===== config.mk =====
export PLATFORM = sky130hd
export DESIGN_NAME = dcmem_pipe_flat
export DESIGN_NICKNAME = d
export VERILOG_FILES = /design/src/rtl/dcmem_pipe_if.sv /design/src/rtl/dcmem_pipe.sv /design/src/flat_wrapper.sv
export SDC_FILE = /design/constraint.sdc
export NUM_CORES = 1
export LEC_CHECK = 0
export ABC_AREA = 0
export BUFFER_PORTS_ARGS = -buffer_cell sky130_fd_sc_hd__buf_2
export CAP_MARGIN = 25
export CORE_MARGIN = 2
export CORE_UTILIZATION = 25
export CTS_BUF_LIST = sky130_fd_sc_hd__clkbuf_8
export DETAILED_ROUTE_END_ITERATION = 10
export GPL_ROUTABILITY_DRIVEN = 0
export HOLD_SLACK_MARGIN = 0.03
export REMOVE_ABC_BUFFERS = 1
export SLEW_MARGIN = 20
export SYNTH_ARGS = -nofsm -noshare
export SYNTH_HDL_FRONTEND = slang
export SYNTH_SLANG_ARGS = --single-unit

===== constraint.sdc =====
create_clock -name clk -period 2.5 [get_ports clk]
set_clock_uncertainty 0.2 [all_clocks]
set_input_delay 0.25 -clock clk [delete_from_list [all_inputs] [get_ports clk]]
set_output_delay 0.25 -clock clk [all_outputs]
set_load 0.02 [all_outputs]

===== src/rtl/dcmem_pipe_if.sv =====
// Request/response bus between the MEM stage (master) and dcmem_pipe (slave).
// err_inject is present only when DCMEM_PARITY_EN is defined.
interface dcmem_pipe_if #(
  parameter int ADDR_WIDTH = 5,
  parameter int DATA_WIDTH = 16
);
  localparam int BE_WIDTH = DATA_WIDTH / 8;

  logic                  req_valid;
  logic                  req_ready;
  logic                  req_we;
  logic [ADDR_WIDTH-1:0] req_addr;
  logic [DATA_WIDTH-1:0] req_wdata;
  logic [BE_WIDTH-1:0]   req_be;
  logic                  rsp_valid;
  logic [DATA_WIDTH-1:0] rsp_rdata;
  logic                  rsp_err;
`ifdef DCMEM_PARITY_EN
  logic                  err_inject;
`endif

  modport master (
    output req_valid, req_we, req_addr, req_wdata, req_be,
`ifdef DCMEM_PARITY_EN
    output err_inject,
`endif
    input  req_ready, rsp_valid, rsp_rdata, rsp_err
  );

  modport slave (
    input  req_valid, req_we, req_addr, req_wdata, req_be,
`ifdef DCMEM_PARITY_EN
    input  err_inject,
`endif
    output req_ready, rsp_valid, rsp_rdata, rsp_err
  );
endinterface


===== src/rtl/dcmem_pipe.sv =====
// DEPTH x DATA_WIDTH data memory: valid/ready requests, byte-enabled writes,
// 1-cycle registered read response, zero-fill after reset/clr, range check.
// Optional per-lane even parity with error injection: define DCMEM_PARITY_EN.
module dcmem_pipe #(
  parameter int ADDR_WIDTH = 5,
  parameter int DATA_WIDTH = 16,
  parameter int DEPTH      = 32
) (
  input  logic        clk,
  input  logic        rst_n,
  input  logic        clr,
  dcmem_pipe_if.slave bus,
  output logic        init_done
);
  localparam int BE_WIDTH = DATA_WIDTH / 8;
  localparam int PTR_W    = (DEPTH > 1) ? $clog2(DEPTH) : 1;
  localparam logic [ADDR_WIDTH:0] DEPTH_A  = (ADDR_WIDTH + 1)'(DEPTH);
  localparam logic [PTR_W-1:0]    LAST_PTR = PTR_W'(DEPTH - 1);

  typedef enum logic {S_INIT, S_RUN} state_t;

  state_t                r_state;
  state_t                w_state_nxt;
  logic [PTR_W-1:0]      r_fill_ptr;
  logic [DATA_WIDTH-1:0] r_mem [DEPTH];

  logic                  r_rsp_valid;
  logic [DATA_WIDTH-1:0] r_rsp_rdata;
  logic                  r_rsp_err;

  logic                  w_ready;
  logic                  w_fill_we;
  logic                  w_accept;
  logic                  w_wr;
  logic                  w_rd;
  logic                  w_in_range;
  logic [PTR_W-1:0]      w_idx;
  logic [DATA_WIDTH-1:0] w_rd_word;
  logic                  w_par_err;

  // FSM: state register
  always_ff @(posedge clk or negedge rst_n) begin
    if (!rst_n) r_state <= S_INIT;
    else        r_state <= w_state_nxt;
  end

  // FSM: next state; clr in INIT keeps filling from word 0
  always_comb begin
    w_state_nxt = r_state;
    case (r_state)
      S_INIT:  if (!clr && r_fill_ptr == LAST_PTR) w_state_nxt = S_RUN;
      S_RUN:   if (clr) w_state_nxt = S_INIT;
      default: w_state_nxt = S_INIT;
    endcase
  end

  // FSM: outputs; clr blocks acceptance in the same cycle
  always_comb begin
    w_ready   = 1'b0;
    w_fill_we = 1'b0;
    init_done = 1'b0;
    case (r_state)
      S_INIT: w_fill_we = 1'b1;
      S_RUN: begin
        w_ready   = !clr;
        init_done = 1'b1;
      end
      default: ;
    endcase
  end

  always_ff @(posedge clk or negedge rst_n) begin
    if (!rst_n)                          r_fill_ptr <= '0;
    else if (clr || r_state == S_RUN)    r_fill_ptr <= '0;
    else if (r_fill_ptr != LAST_PTR)     r_fill_ptr <= r_fill_ptr + 1'b1;
  end

  assign bus.req_ready = w_ready;
  assign w_accept      = bus.req_valid & w_ready;
  assign w_in_range    = ({1'b0, bus.req_addr} < DEPTH_A);
  assign w_wr          = w_accept & bus.req_we & w_in_range;
  assign w_rd          = w_accept & ~bus.req_we;
  assign w_idx         = w_in_range ? bus.req_addr[PTR_W-1:0] : '0;
  assign w_rd_word     = r_mem[w_idx];

  always_ff @(posedge clk) begin
    if (w_fill_we) begin
      r_mem[r_fill_ptr] <= '0;
    end else if (w_wr) begin
      for (int unsigned i = 0; i < BE_WIDTH; i++) begin
        if (bus.req_be[i]) r_mem[w_idx][8*i +: 8] <= bus.req_wdata[8*i +: 8];
      end
    end
  end

`ifdef DCMEM_PARITY_EN
  logic [BE_WIDTH-1:0] r_par [DEPTH];
  logic [BE_WIDTH-1:0] w_par_wr;

  always_comb begin
    w_par_wr  = '0;
    w_par_err = 1'b0;
    for (int unsigned i = 0; i < BE_WIDTH; i++) begin
      w_par_wr[i] = (^bus.req_wdata[8*i +: 8]) ^ bus.err_inject;
      if ((^w_rd_word[8*i +: 8]) != r_par[w_idx][i]) w_par_err = 1'b1;
    end
  end

  always_ff @(posedge clk) begin
    if (w_fill_we) begin
      r_par[r_fill_ptr] <= '0;
    end else if (w_wr) begin
      for (int unsigned i = 0; i < BE_WIDTH; i++) begin
        if (bus.req_be[i]) r_par[w_idx][i] <= w_par_wr[i];
      end
    end
  end
`else
  assign w_par_err = 1'b0;
`endif

  // Data and error hold their last value between responses
  always_ff @(posedge clk or negedge rst_n) begin
    if (!rst_n) begin
      r_rsp_valid <= 1'b0;
      r_rsp_rdata <= '0;
      r_rsp_err   <= 1'b0;
    end else begin
      r_rsp_valid <= w_rd;
      if (w_rd) begin
        r_rsp_rdata <= w_in_range ? w_rd_word : '0;
        r_rsp_err   <= !w_in_range || w_par_err;
      end
    end
  end

  assign bus.rsp_valid = r_rsp_valid;
  assign bus.rsp_rdata = r_rsp_rdata;
  assign bus.rsp_err   = r_rsp_err;
endmodule

===== src/flat_wrapper.sv =====
// flat-port wrapper written by rule: the top's interface ports become plain ports
module dcmem_pipe_flat 
#(
  parameter int ADDR_WIDTH = 5,
  parameter int DATA_WIDTH = 16,
  parameter int DEPTH      = 32
)
  (clk, rst_n, clr, init_done, bus_req_valid, bus_req_we, bus_req_addr, bus_req_wdata, bus_req_be, bus_req_ready, bus_rsp_valid, bus_rsp_rdata, bus_rsp_err);
  dcmem_pipe_if #(.ADDR_WIDTH(ADDR_WIDTH), .DATA_WIDTH(DATA_WIDTH)) bus_i ();
  input  logic clk;
  input  logic rst_n;
  input  logic clr;
  output logic init_done;
  input wire logic [$bits(bus_i.req_valid)-1:0] bus_req_valid;
  input wire logic [$bits(bus_i.req_we)-1:0] bus_req_we;
  input wire logic [$bits(bus_i.req_addr)-1:0] bus_req_addr;
  input wire logic [$bits(bus_i.req_wdata)-1:0] bus_req_wdata;
  input wire logic [$bits(bus_i.req_be)-1:0] bus_req_be;
  output wire logic [$bits(bus_i.req_ready)-1:0] bus_req_ready;
  output wire logic [$bits(bus_i.rsp_valid)-1:0] bus_rsp_valid;
  output wire logic [$bits(bus_i.rsp_rdata)-1:0] bus_rsp_rdata;
  output wire logic [$bits(bus_i.rsp_err)-1:0] bus_rsp_err;
  assign bus_i.req_valid = bus_req_valid;
  assign bus_i.req_we = bus_req_we;
  assign bus_i.req_addr = bus_req_addr;
  assign bus_i.req_wdata = bus_req_wdata;
  assign bus_i.req_be = bus_req_be;
  assign bus_req_ready = bus_i.req_ready;
  assign bus_rsp_valid = bus_i.rsp_valid;
  assign bus_rsp_rdata = bus_i.rsp_rdata;
  assign bus_rsp_err = bus_i.rsp_err;
  dcmem_pipe #(.ADDR_WIDTH(ADDR_WIDTH), .DATA_WIDTH(DATA_WIDTH), .DEPTH(DEPTH)) u_core (.clk(clk), .rst_n(rst_n), .clr(clr), .bus(bus_i), .init_done(init_done));
endmodule

==> results.txt <==
----------------------------------------------------
[Run status]
  Run status ... complete, no violations

[Critical path]
  Reg2reg setup slack ... 70 ps
  Critical path buffer and inverter count ... 4
  Critical path data required time ... 2630 ps
  Kind of launch point of the worst setup path ... flip-flop
  Max stage delay cell, worst path ... sky130_fd_sc_hd__dfrtp_1
  Beginning of the worst register-to-register path ... u_core.r_state$_DFF_PN0_
  Family with the most delay on the worst path ... buffers and inverters
  List of cells traversed by the critical path ... nor2b_2 > o2111a_2 > buf_12 > buf_4 > nor4b_2 > a31oi_1 > buf_4 > nor2_1 > buf_4
  Worst reg-to-reg path cell count ... 9
  CP Data Arrival Time ... 2560 ps
  Type of the setup path with the least slack ... flip-flop to flip-flop
  Critical Path Most Common Cell ... sky130_fd_sc_hd__buf_4
  Crit. End Element ... flip-flop
  Maximum net fanout on the critical path ... 10
  Destination of the worst register-to-register timing path ... u_core.r_mem[7][15]$_DFFE_PP_
  Largest stage delay, worst path ... 380 ps

[Drt]
  Remaining antenna violation count after routing ... 0
  Number of DRC markers after the initial detailed-route iteration ... about 880
  Top layer in use ... met5
  DRT met1 WL ... 24.0 mm
  Met2 WL ... between 20 and 25 mm
  Number of vias after detailed routing ... 11,800
  Detailed-route wire length ... 52.8 mm
  Routed length per placed instance ... 19.7 um
  DRT Pass-1 Iters ... 5
  Total DRC errors in the routed layout ... 0
  Routed wl met3 ... slightly above 3 mm
  Ratio of routed vias to standard cells ... 4.39

[CTS]
  CTS Buffer Depth ... 3
  Clock tree from TritonCTS ... yes
  Clock-pin slew of the registers on the worst-case setup and hold paths ... 70 ps
  TritonCTS Buffers ... 77
  Clock H-tree levels ... 3
  Clock latency of the later-clocked register in the worst-skew pair ... between 600 and 700 ps
  Sink Count ... 535
  Buffer type at the clock tree root ... sky130_fd_sc_hd__clkbuf_8

[Timing]
  Final max-slew violation count ... 0
  Relative slew slack ... 53.9%
  Worst Max-Slew Pin Slew ... 691 ps
  Worst hold slack after final layout ... 6.88 ps
  Final setup fails ... 0
  Clock period minus worst slack ... 2430 ps
  Period utilisation layout ... 97.2%
  Final worst slack ... 71.1 ps
  Max frequency ... 0.412 GHz
  Final hold violation count ... 0

[Yosys]
  Yosys top cell area share ... 71.3%
  Fraction of registers with async set or reset after synthesis ... 4.30%
  Post-synthesis instance total ... 1,235
  Number of warnings printed during yosys synthesis ... 0
  Number of synthesized flops with an enable pin ... 512
  Flops & latches, synth ... 535
  Post-synthesis average cell area ... between 15 and 20 sq um
  Sequential cell area fraction in the yosys report ... 74.0%
  Top cell type by total area after synthesis ... sky130_fd_sc_hd__edfxtp_1
  Synth unique cells ... between 40 and 50
  Top cells by area in the synthesized netlist ... sky130_fd_sc_hd__edfxtp_1 (71%), sky130_fd_sc_hd__mux2i_1 (12%), sky130_fd_sc_hd__dfrtp_1 (2.7%), sky130_fd_sc_hd__a22oi_1 (2.2%), sky130_fd_sc_hd__a22o_1 (1.3%)
  Synth Cell Area ... around 0.022 sq mm
  Leading register cell type out of synthesis ... sky130_fd_sc_hd__edfxtp_1

[Die]
  Std cell rows ... 107
  Number of ports placed on the die boundary ... between 40 and 50
  Initial cell density of the core ... between 20% and 30%
  Vertical extent of the die ... 298 um
  Floorplan die area ... 0.0886 sq mm
  Core footprint ... 0.0853 sq mm
  Die Width ... 298 um

[Finish]
  Number of filler instances in the final layout ... 8,340
  Area added between synthesis and finish ... 20.9%
  Most common cell after layout, fill and taps aside ... sky130_fd_sc_hd__edfxtp_1
  Share of final-layout standard cells stronger than drive strength 1 ... 23.6%
  Total non-filler cell area in the finished layout ... 0.0261 sq mm
  Fin nets ... about 1,500
  Most frequent cells in the layout ... sky130_fd_sc_hd__edfxtp_1 (512), sky130_fd_sc_hd__mux2i_1 (261), sky130_fd_sc_hd__buf_4 (138)

[GRT]
  Number of global-route vias before repair ... 12,500
  Antenna violations before repair ... 6
  Maximum number of pins on one net before global-route repair ... 33
  Wire length of the first global-routing pass ... 79.3 mm
  Global-route usage over all layers ... 11.8%
  GRT Residual Overflow ... 0

[Power]
  Power per Cell Area ... between 600 and 700 mW/mm^2
  Peak VDD IR ... 0.306 mV
  Static power due to leakage ... 0.0101 uW

[Placed design]
  Dpl hpwl ... roughly 34 mm
  Pre-CTS setup slack ... -154 ps
  Count of port buffers added during placement ... 46
  Placement Cell Area ... between 0.02 and 0.025 sq mm

[Flow run]
  Maxcap violations ... 0

[Worst hold path]
  Worst hold path type ... primary input to asynchronous set/reset pin

----------------------------------------------------
[power breakdown]
group / leakage [uW] / switching (uW) / internal [uW]
sequential: 0.00578 / 45.9 / 9790
clock: 0.000838 / 3220 / 3410
combinational: 0.00350 / 621 / 438
total: 0.0101 / 3880 / 13600
[per-layer routing]
layer	global-route usage [%]	up-vias
met3	2.13	79
met1	15.9	5947
met2	19.1	326
met5	0	-
li1	-	5407
met4	3.69	6
[final cells by class]
class	instances	area, sq um	area share [%]
antenna	3	7.51	0.0288
clock buffer	84	1160	4.43
clock inverter	56	318	1.22
inverter	5	18.8	0.0720
multi-input combinational	618	5140	19.7
sequential	535	16000	61.2
tap	1144	1430	5.49
timing repair buffer	232	2050	7.85
[cells in the mapped netlist, types with 2 or more instances]
cell type / n
sky130_fd_sc_hd__o41ai_1: 3
sky130_fd_sc_hd__nor2b_1: 3
sky130_fd_sc_hd__dfrtp_1: 23
sky130_fd_sc_hd__o21ai_0: 2
sky130_fd_sc_hd__nor2_1: 73
sky130_fd_sc_hd__nand3b_1: 2
sky130_fd_sc_hd__nor4b_1: 3
sky130_fd_sc_hd__and2_1: 17
sky130_fd_sc_hd__a22o_1: 32
sky130_fd_sc_hd__a221oi_1: 22
sky130_fd_sc_hd__edfxtp_1: 512
sky130_fd_sc_hd__clkbuf_1: 18
sky130_fd_sc_hd__ha_1: 2
sky130_fd_sc_hd__a21oi_1: 35
sky130_fd_sc_hd__buf_8: 3
sky130_fd_sc_hd__mux2i_1: 261
sky130_fd_sc_hd__a31oi_2: 2
sky130_fd_sc_hd__o41ai_2: 13
sky130_fd_sc_hd__inv_1: 5
sky130_fd_sc_hd__o22ai_1: 16
sky130_fd_sc_hd__nor4bb_1: 2
sky130_fd_sc_hd__a22oi_1: 64
sky130_fd_sc_hd__buf_2: 28
sky130_fd_sc_hd__a221oi_2: 10
sky130_fd_sc_hd__buf_6: 11
sky130_fd_sc_hd__buf_12: 3
sky130_fd_sc_hd__nand2b_1: 6
sky130_fd_sc_hd__nor3_1: 6
sky130_fd_sc_hd__xor2_1: 2
sky130_fd_sc_hd__nand2_1: 28
sky130_fd_sc_hd__buf_4: 12
[cells by family (layout without fill, tap and decap cells)]
| logic type | count (synthesis) | in the layout | synth area share, % |
|---|---|---|---|
| other cells | 1 | 4 | 0.0174 |
| xor+xnor | 3 | 3 | 0.122 |
| fa+ha+maj | 2 | 2 | 0.116 |
| simple gates | 147 | 147 | 3.17 |
| compound gates | 203 | 203 | 7.86 |
| flops | 535 | 535 | 74.0 |
| buf+inv | 82 | 377 | 2.58 |
| mux | 262 | 262 | 12.2 |
[metrics by stage]
step                      util, %  setup TNS, ps  instances  power [uW]
after floorplan                 -        -513060       1158       10500
after global placement       28.5         -13650       2513       11000
after detailed placement     28.5         -16080       2513       11100
after CTS                    30.5              0       2674       17700
after global routing         30.6           -610       2675       18100
final                        30.6              0       2677       17500
[worst reg2reg max path, stage by stage (launching register included)]
cell and delay [ps]:
sky130_fd_sc_hd__dfrtp_1 380, sky130_fd_sc_hd__nor2b_2 160, sky130_fd_sc_hd__o2111a_2 220, sky130_fd_sc_hd__buf_12 160, sky130_fd_sc_hd__buf_4 180, sky130_fd_sc_hd__nor4b_2 240, sky130_fd_sc_hd__a31oi_1 70, sky130_fd_sc_hd__buf_4 210
sky130_fd_sc_hd__nor2_1 120, sky130_fd_sc_hd__buf_4 190
[sequential cells by signal, indices dropped and copies added, names as in the netlist]
| name | count |
|---|---|
| u_core.bus.rsp_rdata | 16 |
| u_core.bus.rsp_valid | 1 |
| u_core.r_fill_ptr | 5 |
| u_core.r_mem | 512 |
| u_core.r_state | 1 |
[worst max-delay path by stage]
stage,start,cells after the start,to,slack [ps]
6_report,u_core.r_state$_DFF_PN0_,9,u_core.r_mem[7][15]$_DFFE_PP_,70
5_1_grt,u_core.r_state$_DFF_PN0_,8,u_core.r_mem[22][8]$_DFFE_PP_,-30
4_1_cts,u_core.r_state$_DFF_PN0_,8,u_core.r_mem[22][8]$_DFFE_PP_,20
3_5_place_dp,clr,8,u_core.r_mem[17][13]$_DFFE_PP_,-150
3_3_place_gp,clr,8,u_core.r_mem[17][7]$_DFFE_PP_,-190
2_1_floorplan,bus_req_addr[2],5,u_core.bus.rsp_rdata[7]$_DFFE_PN0P_,-1270
[what timing repair did]
action,CTS,global route
endpoints found under the hold margin,406,0
hold buffers,19,0
endpoints found under the setup margin,146,219
buffers inserted,2,0
resized for setup,4,10
pin swaps,0,0
(Power assumes the default switching activity.)
